--- config.mk ---
export PLATFORM = sky130hd
export DESIGN_NAME = integral_image_builder
export DESIGN_NICKNAME = d
export VERILOG_FILES = /design/src/rtl/haar_pkg.sv /design/src/rtl/ii_line_buf.sv /design/src/rtl/integral_image_builder.sv
export SDC_FILE = /design/constraint.sdc
export NUM_CORES = 2
export LEC_CHECK = 0
export ABC_AREA = 0
export CORE_ASPECT_RATIO = 0.75
export CORE_MARGIN = 4
export CORE_UTILIZATION = 50
export CTS_CLUSTER_SIZE = 10
export DETAILED_ROUTE_END_ITERATION = 10
export PLACE_DENSITY_LB_ADDON = 0.2
export SYNTH_ARGS = -nofsm -noshare
export SYNTH_HDL_FRONTEND = slang
export SYNTH_SLANG_ARGS = --single-unit
--- constraint.sdc ---
create_clock -name clk_i -period 6.8 [get_ports clk_i]
set_input_delay 0.68 -clock clk_i [delete_from_list [all_inputs] [get_ports clk_i]]
set_output_delay 0.68 -clock clk_i [all_outputs]
set_load 0.02 [all_outputs]
--- src/rtl/haar_pkg.sv ---
// Shared window geometry, derived address width and builder FSM encoding
// for the integral-image path.
package haar_pkg;

  localparam int WIN_W = 20;
  localparam int WIN_H = 20;
  localparam int PIX_W = 8;
  localparam int II_W  = 32;
  localparam int II_AW = $clog2((WIN_W + 1) * (WIN_H + 1));

  typedef enum logic [2:0] {
    IDLE = 3'd0,
    ZROW = 3'd1,
    ZCOL = 3'd2,
    PIX  = 3'd3,
    DONE = 3'd4
  } ii_state_e;

endpackage

--- src/rtl/ii_line_buf.sv ---
// Column-running-sum line buffer: one combinational read port and one write
// port per cycle, with a whole-buffer clear used when a new window starts.
module ii_line_buf
  import haar_pkg::*;
#(
  parameter int DEPTH = WIN_W + 1,
  parameter int DW    = II_W,
  parameter int AW    = $clog2(WIN_W + 1)
) (
  input  logic          clk_i,
  input  logic          rst_i,
  input  logic          clr_i,
  input  logic [AW-1:0] rd_addr_i,
  output logic [DW-1:0] rd_data_o,
  input  logic          wr_en_i,
  input  logic [AW-1:0] wr_addr_i,
  input  logic [DW-1:0] wr_data_i
);

  localparam logic [AW-1:0] LAST_IDX = AW'(DEPTH - 1);

  logic [DW-1:0] mem_r [DEPTH];

  // storage: async reset and start-of-window clear zero every entry
  always_ff @(posedge clk_i or negedge rst_i) begin
    if (!rst_i) begin
      for (int i = 0; i < DEPTH; i++) mem_r[i] <= '0;
    end else if (clr_i) begin
      for (int i = 0; i < DEPTH; i++) mem_r[i] <= '0;
    end else if (wr_en_i && (wr_addr_i <= LAST_IDX)) begin
      mem_r[wr_addr_i] <= wr_data_i;
    end
  end

  assign rd_data_o = (rd_addr_i <= LAST_IDX) ? mem_r[rd_addr_i] : '0;

endmodule

--- src/rtl/integral_image_builder.sv ---
// Streams a raster-order pixel window in and writes its zero-padded integral
// image out one word per cycle, also accumulating sum and sum-of-squares.
module integral_image_builder
  import haar_pkg::*;
#(
  parameter int WIN_W = haar_pkg::WIN_W,
  parameter int WIN_H = haar_pkg::WIN_H,
  parameter int PIX_W = haar_pkg::PIX_W,
  parameter int II_W  = haar_pkg::II_W
) (
  input  logic                                      clk_i,
  input  logic                                      rst_i,
  input  logic                                      start_i,
  input  logic [PIX_W-1:0]                          pix_data_i,
  input  logic                                      pix_valid_i,
  output logic                                      pix_ready_o,
  output logic [$clog2((WIN_W+1)*(WIN_H+1))-1:0]    ii_addr_wr_o,
  output logic [II_W-1:0]                           ii_data_wr_o,
  output logic                                      ii_val_wr_o,
  output logic [II_W-1:0]                           sum_o,
  output logic [II_W-1:0]                           sqsum_o,
  output logic                                      busy_o,
  output logic                                      done_o
);

  localparam int AW = $clog2((WIN_W + 1) * (WIN_H + 1));
  localparam int XW = $clog2(WIN_W + 1);
  localparam int YW = $clog2(WIN_H + 1);
  localparam logic [XW-1:0] X_LAST = XW'(WIN_W);
  localparam logic [YW-1:0] Y_LAST = YW'(WIN_H);
  localparam logic [XW-1:0] X_ONE  = XW'(1);
  localparam logic [YW-1:0] Y_ONE  = YW'(1);
  localparam logic [AW-1:0] A_ONE  = AW'(1);

  ii_state_e       state_r, state_s;
  logic [XW-1:0]   x_r, x_s;
  logic [YW-1:0]   y_r, y_s;
  logic [AW-1:0]   addr_r, addr_s;
  logic [II_W-1:0] rowsum_r, rowsum_s, sum_r, sum_s, sqsum_r, sqsum_s;
  logic            act_s, lb_clr_s, lb_we_s, accept_s;
  logic [AW-1:0]   act_addr_s;
  logic [II_W-1:0] act_data_s, lb_rd_s, pix_ext_s, pix_sq_s, ii_s;
  logic            wr_val_r, done_r, busy_r, ready_r;
  logic [AW-1:0]   wr_addr_r;
  logic [II_W-1:0] wr_data_r;

  ii_line_buf #(.DEPTH(WIN_W + 1), .DW(II_W), .AW(XW)) u_line_buf (
    .clk_i     (clk_i),
    .rst_i     (rst_i),
    .clr_i     (lb_clr_s),
    .rd_addr_i (x_r),
    .rd_data_o (lb_rd_s),
    .wr_en_i   (lb_we_s),
    .wr_addr_i (x_r),
    .wr_data_i (ii_s)
  );

  assign pix_ext_s = II_W'(pix_data_i);
  assign pix_sq_s  = pix_ext_s * pix_ext_s;
  assign ii_s      = lb_rd_s + rowsum_r + pix_ext_s;
  assign accept_s  = ready_r & pix_valid_i;

  // next-state and per-cycle write action; the address counter tracks y*(WIN_W+1)+x
  always_comb begin
    state_s    = state_r;
    x_s        = x_r;
    y_s        = y_r;
    addr_s     = addr_r;
    rowsum_s   = rowsum_r;
    sum_s      = sum_r;
    sqsum_s    = sqsum_r;
    act_s      = 1'b0;
    act_addr_s = addr_r;
    act_data_s = '0;
    lb_clr_s   = 1'b0;
    lb_we_s    = 1'b0;
    case (state_r)
      IDLE: begin
        if (start_i) begin
          // the address-0 zero goes out on the start cycle so the write
          // stream begins immediately; ZROW then covers x = 1..WIN_W
          state_s    = ZROW;
          x_s        = X_ONE;
          y_s        = '0;
          addr_s     = A_ONE;
          rowsum_s   = '0;
          sum_s      = '0;
          sqsum_s    = '0;
          lb_clr_s   = 1'b1;
          act_s      = 1'b1;
          act_addr_s = '0;
        end else begin
          state_s = IDLE;
        end
      end
      ZROW: begin
        act_s  = 1'b1;
        addr_s = addr_r + A_ONE;
        if (x_r == X_LAST) begin
          state_s = ZCOL;
          y_s     = Y_ONE;
        end else begin
          x_s = x_r + X_ONE;
        end
      end
      ZCOL: begin
        act_s    = 1'b1;
        addr_s   = addr_r + A_ONE;
        rowsum_s = '0;
        x_s      = X_ONE;
        state_s  = PIX;
      end
      PIX: begin
        if (accept_s) begin
          act_s      = 1'b1;
          act_data_s = ii_s;
          lb_we_s    = 1'b1;
          addr_s     = addr_r + A_ONE;
          rowsum_s   = rowsum_r + pix_ext_s;
          sum_s      = sum_r + pix_ext_s;
          sqsum_s    = sqsum_r + pix_sq_s;
          if (x_r != X_LAST) begin
            x_s = x_r + X_ONE;
          end else if (y_r == Y_LAST) begin
            state_s = DONE;
          end else begin
            y_s     = y_r + Y_ONE;
            state_s = ZCOL;
          end
        end else begin
          state_s = PIX;
        end
      end
      DONE: begin
        state_s = IDLE;
      end
      default: begin
        state_s = IDLE;
      end
    endcase
  end

  // FSM state, counters and accumulators
  always_ff @(posedge clk_i or negedge rst_i) begin
    if (!rst_i) begin
      state_r  <= IDLE;
      x_r      <= '0;
      y_r      <= '0;
      addr_r   <= '0;
      rowsum_r <= '0;
      sum_r    <= '0;
      sqsum_r  <= '0;
    end else begin
      state_r  <= state_s;
      x_r      <= x_s;
      y_r      <= y_s;
      addr_r   <= addr_s;
      rowsum_r <= rowsum_s;
      sum_r    <= sum_s;
      sqsum_r  <= sqsum_s;
    end
  end

  // registered write port and status outputs
  always_ff @(posedge clk_i or negedge rst_i) begin
    if (!rst_i) begin
      wr_val_r  <= 1'b0;
      wr_addr_r <= '0;
      wr_data_r <= '0;
      done_r    <= 1'b0;
      busy_r    <= 1'b0;
      ready_r   <= 1'b0;
    end else begin
      wr_val_r  <= act_s;
      wr_addr_r <= act_s ? act_addr_s : '0;
      wr_data_r <= act_data_s;
      done_r    <= (state_r == DONE);
      busy_r    <= (state_s != IDLE);
      ready_r   <= (state_s == PIX);
    end
  end

  assign ii_val_wr_o  = wr_val_r;
  assign ii_addr_wr_o = wr_addr_r;
  assign ii_data_wr_o = wr_data_r;
  assign done_o       = done_r;
  assign busy_o       = busy_r;
  assign pix_ready_o  = ready_r;
  assign sum_o        = sum_r;
  assign sqsum_o      = sqsum_r;

endmodule

==> flow_summary.toml <==
[cts]
cts_tree = "built"
cts_sinks = 835
postCtsSetupBuffers = 0
ctsResizeCount = 0
clock_path_buffers = 3
holdBufCountCts = 0
insertion_delay_ns = 0.67
clkSlewWorstSetupHoldPaths_ns = 0.05
cts_buffers = 95
htree_levels = 3
clk_root_buffer_cell = "clkbuf_16"

[cells_and_area]
ff_latch_area_mm2 = 0.0209
final_common_cell = "dfrtp_1"
finalNetCount = 4182
stdcell_area_mm2 = 0.0466
fin_cells = 5139
multi_input_comb_area_mm2 = 0.0192
mostFrequentLayoutCells = "dfrtp_1, o21ai_0, nand3_1, nand2_1, a21oi_1"
drive_above_1_share_pct = 11.3
syn2layout_area_growth_pct = 11.3
fillers = 7213

[floorplan]
initial_core_util_pct = 50.7
die_h_um = 259
die_w_um = 342
num_rows = 91
dieArea_mm2 = 0.0885
io_pins = 121
coreArea_mm2 = 0.0827

[pwr]
p_int_w = 0.0113
p_clk_share_pct = 23.6
seqPwrFrac_pct = 34.1
cellPowerDensity_mw_per_mm2 = 413
switching_share_pct = 41.3
power_frac_comb_pct = 42.2
leakagePower_nw = 20.3
power.switching_w = 0.00796
peakVddDrop_uv = 560

[global_routing]
grt_max_degree = 205
grt_overflow = 0
grt_pass1_wl_mm = 191
track_usage_pct = 27.7
grt_pass1_vias = 31200
grt_antenna_before_repair = 1

[sta]
tightest_slew_ns = 1.16
slew_viol_final = 0
rsz0062_at_grt = "false"
maxSlewHeadroom_pct = 22.8
layout_min_cycle_time_ns = 6.03
tns_ns = 0
clock.fmax_mhz = 166
finalHoldViolations = 0
setup_viol_count_final = 0
worst_slack_ns = 0.774
skew_ns = 0.0152
fin_crit_sh_pct = 88.6

[setup_path]
worstSetupStartpoint = "x_r[3]"
reg2reg_slack_ns = 0.77
worst_setup_path_start_kind = "flip-flop"
cpLargestDelayFamily = "compound AO/OA/AOI/OAI gates"
critical_path_arrival_ns = 6.50
slowest_delay_ns = 0.75
path_cells = "inv_2, nor3b_4, a22oi_1, a31o_2, fa_1, inv_1, ha_1, fa_1, a211oi_1, o211ai_2, a41oi_1, o211a_1, nor3_1, o21ai_1, mux2i_2, buf_4, a31oi_1"
worst-setup-path-type = "flip-flop to flip-flop"
end_kind = "flip-flop"
worstPathRequired_ns = 7.27
cp_slowest_cell = "nor3b_4"
critPathBufInv = 3
crit_fanout = 22
reg2reg_from = "x_r[3]"
crit_path_frequent_cell = "fa_1"

[logic_synthesis]
syn_area_mm2 = 0.0419
netlist_instances = 4042
yosys.area.top_type = "dfrtp_1"
synthArstFlopShare_pct = 100
seq_area_frac_synth_pct = 49.9
synth.top_cell.area_share_pct = 49.9
synth_cell_types = 75
syn_nets = 4221
yosysWarnings = 0
ys.flop_type = "dfrtp_1"
synth_edf_count = 0
synth.area.top_cells = "dfrtp_1, mux4_2, o21ai_0"
synth-seq-cells = 835
synth.avg_cell_area_um2 = 10.4

[place]
dp_slack_ns = 0.854
place_congestion = 0.877
place_area_mm2 = 0.0440
dp.cells = 5022
port_buffers = 120
hpwl_mm = 74.4

[routing]
num_vias = 32000
viasPerCell = 6.23
post_drt_wl_per_cell_um = 23.6
drtIter0Drc = 3704
drtPass1Iterations = 6
wirelength_mm = 121
drc = 0
drtAntennaViolNets = 0

[job]
drv_cap = 0

[status]
status = "complete, no violations"

[hold_path]
min-delay-path-class = "input pin to async pin"
## synth_stat cells (all sizes together) (3+ instances only)
master / number
and4: 9
a21oi: 185
and2: 38
a211o: 5
inv: 99
nor2b: 15
mux2i: 6
nand3: 600
or2: 6
o211ai: 5
nor2: 163
ha: 119
o221ai: 3
o21bai: 6
a21boi: 3
a31oi: 57
a211oi: 8
buf: 68
o31ai: 5
a22oi: 96
or3: 8
dfrtp: 835
nor3: 29
xnor2: 48
a22o: 6
o21a: 11
clkbuf: 297
and3: 22
o21ai: 654
nand2: 265
nand2b: 7
a2111oi: 5
nand4: 25
fa: 48
xor2: 65
a32o: 3
mux4: 160
nand3b: 4
a21o: 30
nor3b: 3
## worst reg2reg max path, cell delays in order, from the launching register on
cell and delay, ns:
dfrtp_1 0.55, inv_2 0.18, nor3b_4 0.75, a22oi_1 0.27, a31o_2 0.34, fa_1 0.50, inv_1 0.05, ha_1 0.22
fa_1 0.48, a211oi_1 0.39, o211ai_2 0.17, a41oi_1 0.45, o211a_1 0.31, nor3_1 0.11, o21ai_1 0.34, mux2i_2 0.26
buf_4 0.31, a31oi_1 0.15
## logic make-up (layout without fill, tap and decap cells)
group,Yosys count,count (layout),share of synthesized area [%]
AO/OA/AOI/OAI,1097,1097,14.9
XOR/XNOR,113,113,2.36
adder cells (fa/ha/maj),167,167,5.85
buffers and inverters,464,444,4.62
flip-flops,835,835,49.9
multiplexers,166,166,8.75
other,0,1,0
AND/OR/NAND/NOR,1200,1200,13.6
## through the flow
step                      utilization [%]  power (W)  hold slack, ns
final                                56.4     0.0193          0.0639
after global routing                 56.4     0.0204           0.137
after CTS                            56.4     0.0192          0.0998
after global placement               53.3     0.0145           0.462
after detailed placement             53.3     0.0146           0.471
after floorplan                         -     0.0116           0.384
## routing by layer
metal  track usage [%]  wire (um)  vias to the layer above
met1              42.6      55600                    16200
li1                  -          -                    14400
met5                 0          0                        -
met4              6.23       2430                        0
met2              40.4      52900                     1262
met3              5.94      10400                      175
## power groups by stage
stage	registers [W]	logic, W	clock network (W)
floorplan	0.00657	0.00502	0
global placement	0.00661	0.00792	0
detailed placement	0.00662	0.00802	0
CTS	0.00655	0.00804	0.00463
global route	0.00668	0.00891	0.00484
finish	0.00657	0.00813	0.00455
## path summary, 6_finish.rpt
kind / endpoint / depth (start not counted)
max in group asynchronous: u_line_buf.mem_r[205] / 2
max reg2reg: u_line_buf.mem_r[669] / 17
min in group clk_i: u_line_buf.mem_r[30] / 2
max: u_line_buf.mem_r[669] / 17
min: addr_r[0] / 1
min reg2reg: u_line_buf.mem_r[30] / 2
## flip-flops by register name, indices dropped and copies added, names as in the netlist
| signal | cells |
|---|---|
| addr_r | 9 |
| busy_o | 1 |
| done_o | 1 |
| ii_addr_wr_o | 9 |
| ii_data_wr_o | 32 |
| ii_val_wr_o | 1 |
| pix_ready_o | 1 |
| rowsum_r | 32 |
| sqsum_o | 32 |
| state_r | 3 |
| sum_o | 32 |
| u_line_buf.mem_r | 672 |
| x_r | 5 |
| y_r | 5 |
## final cells by class
| class | count | area share (%) |
|---|---|---|
| diodes | 1 | 0.00537 |
| multi-input cells | 2743 | 41.3 |
| repair buffers | 229 | 4.58 |
| clock inverters | 10 | 0.295 |
| inverters | 99 | 0.797 |
| clock buffers | 106 | 5.23 |
| well taps | 1116 | 3.00 |
| flip-flops and latches | 835 | 44.8 |
Note: power is estimated with default switching activity, not from simulation.
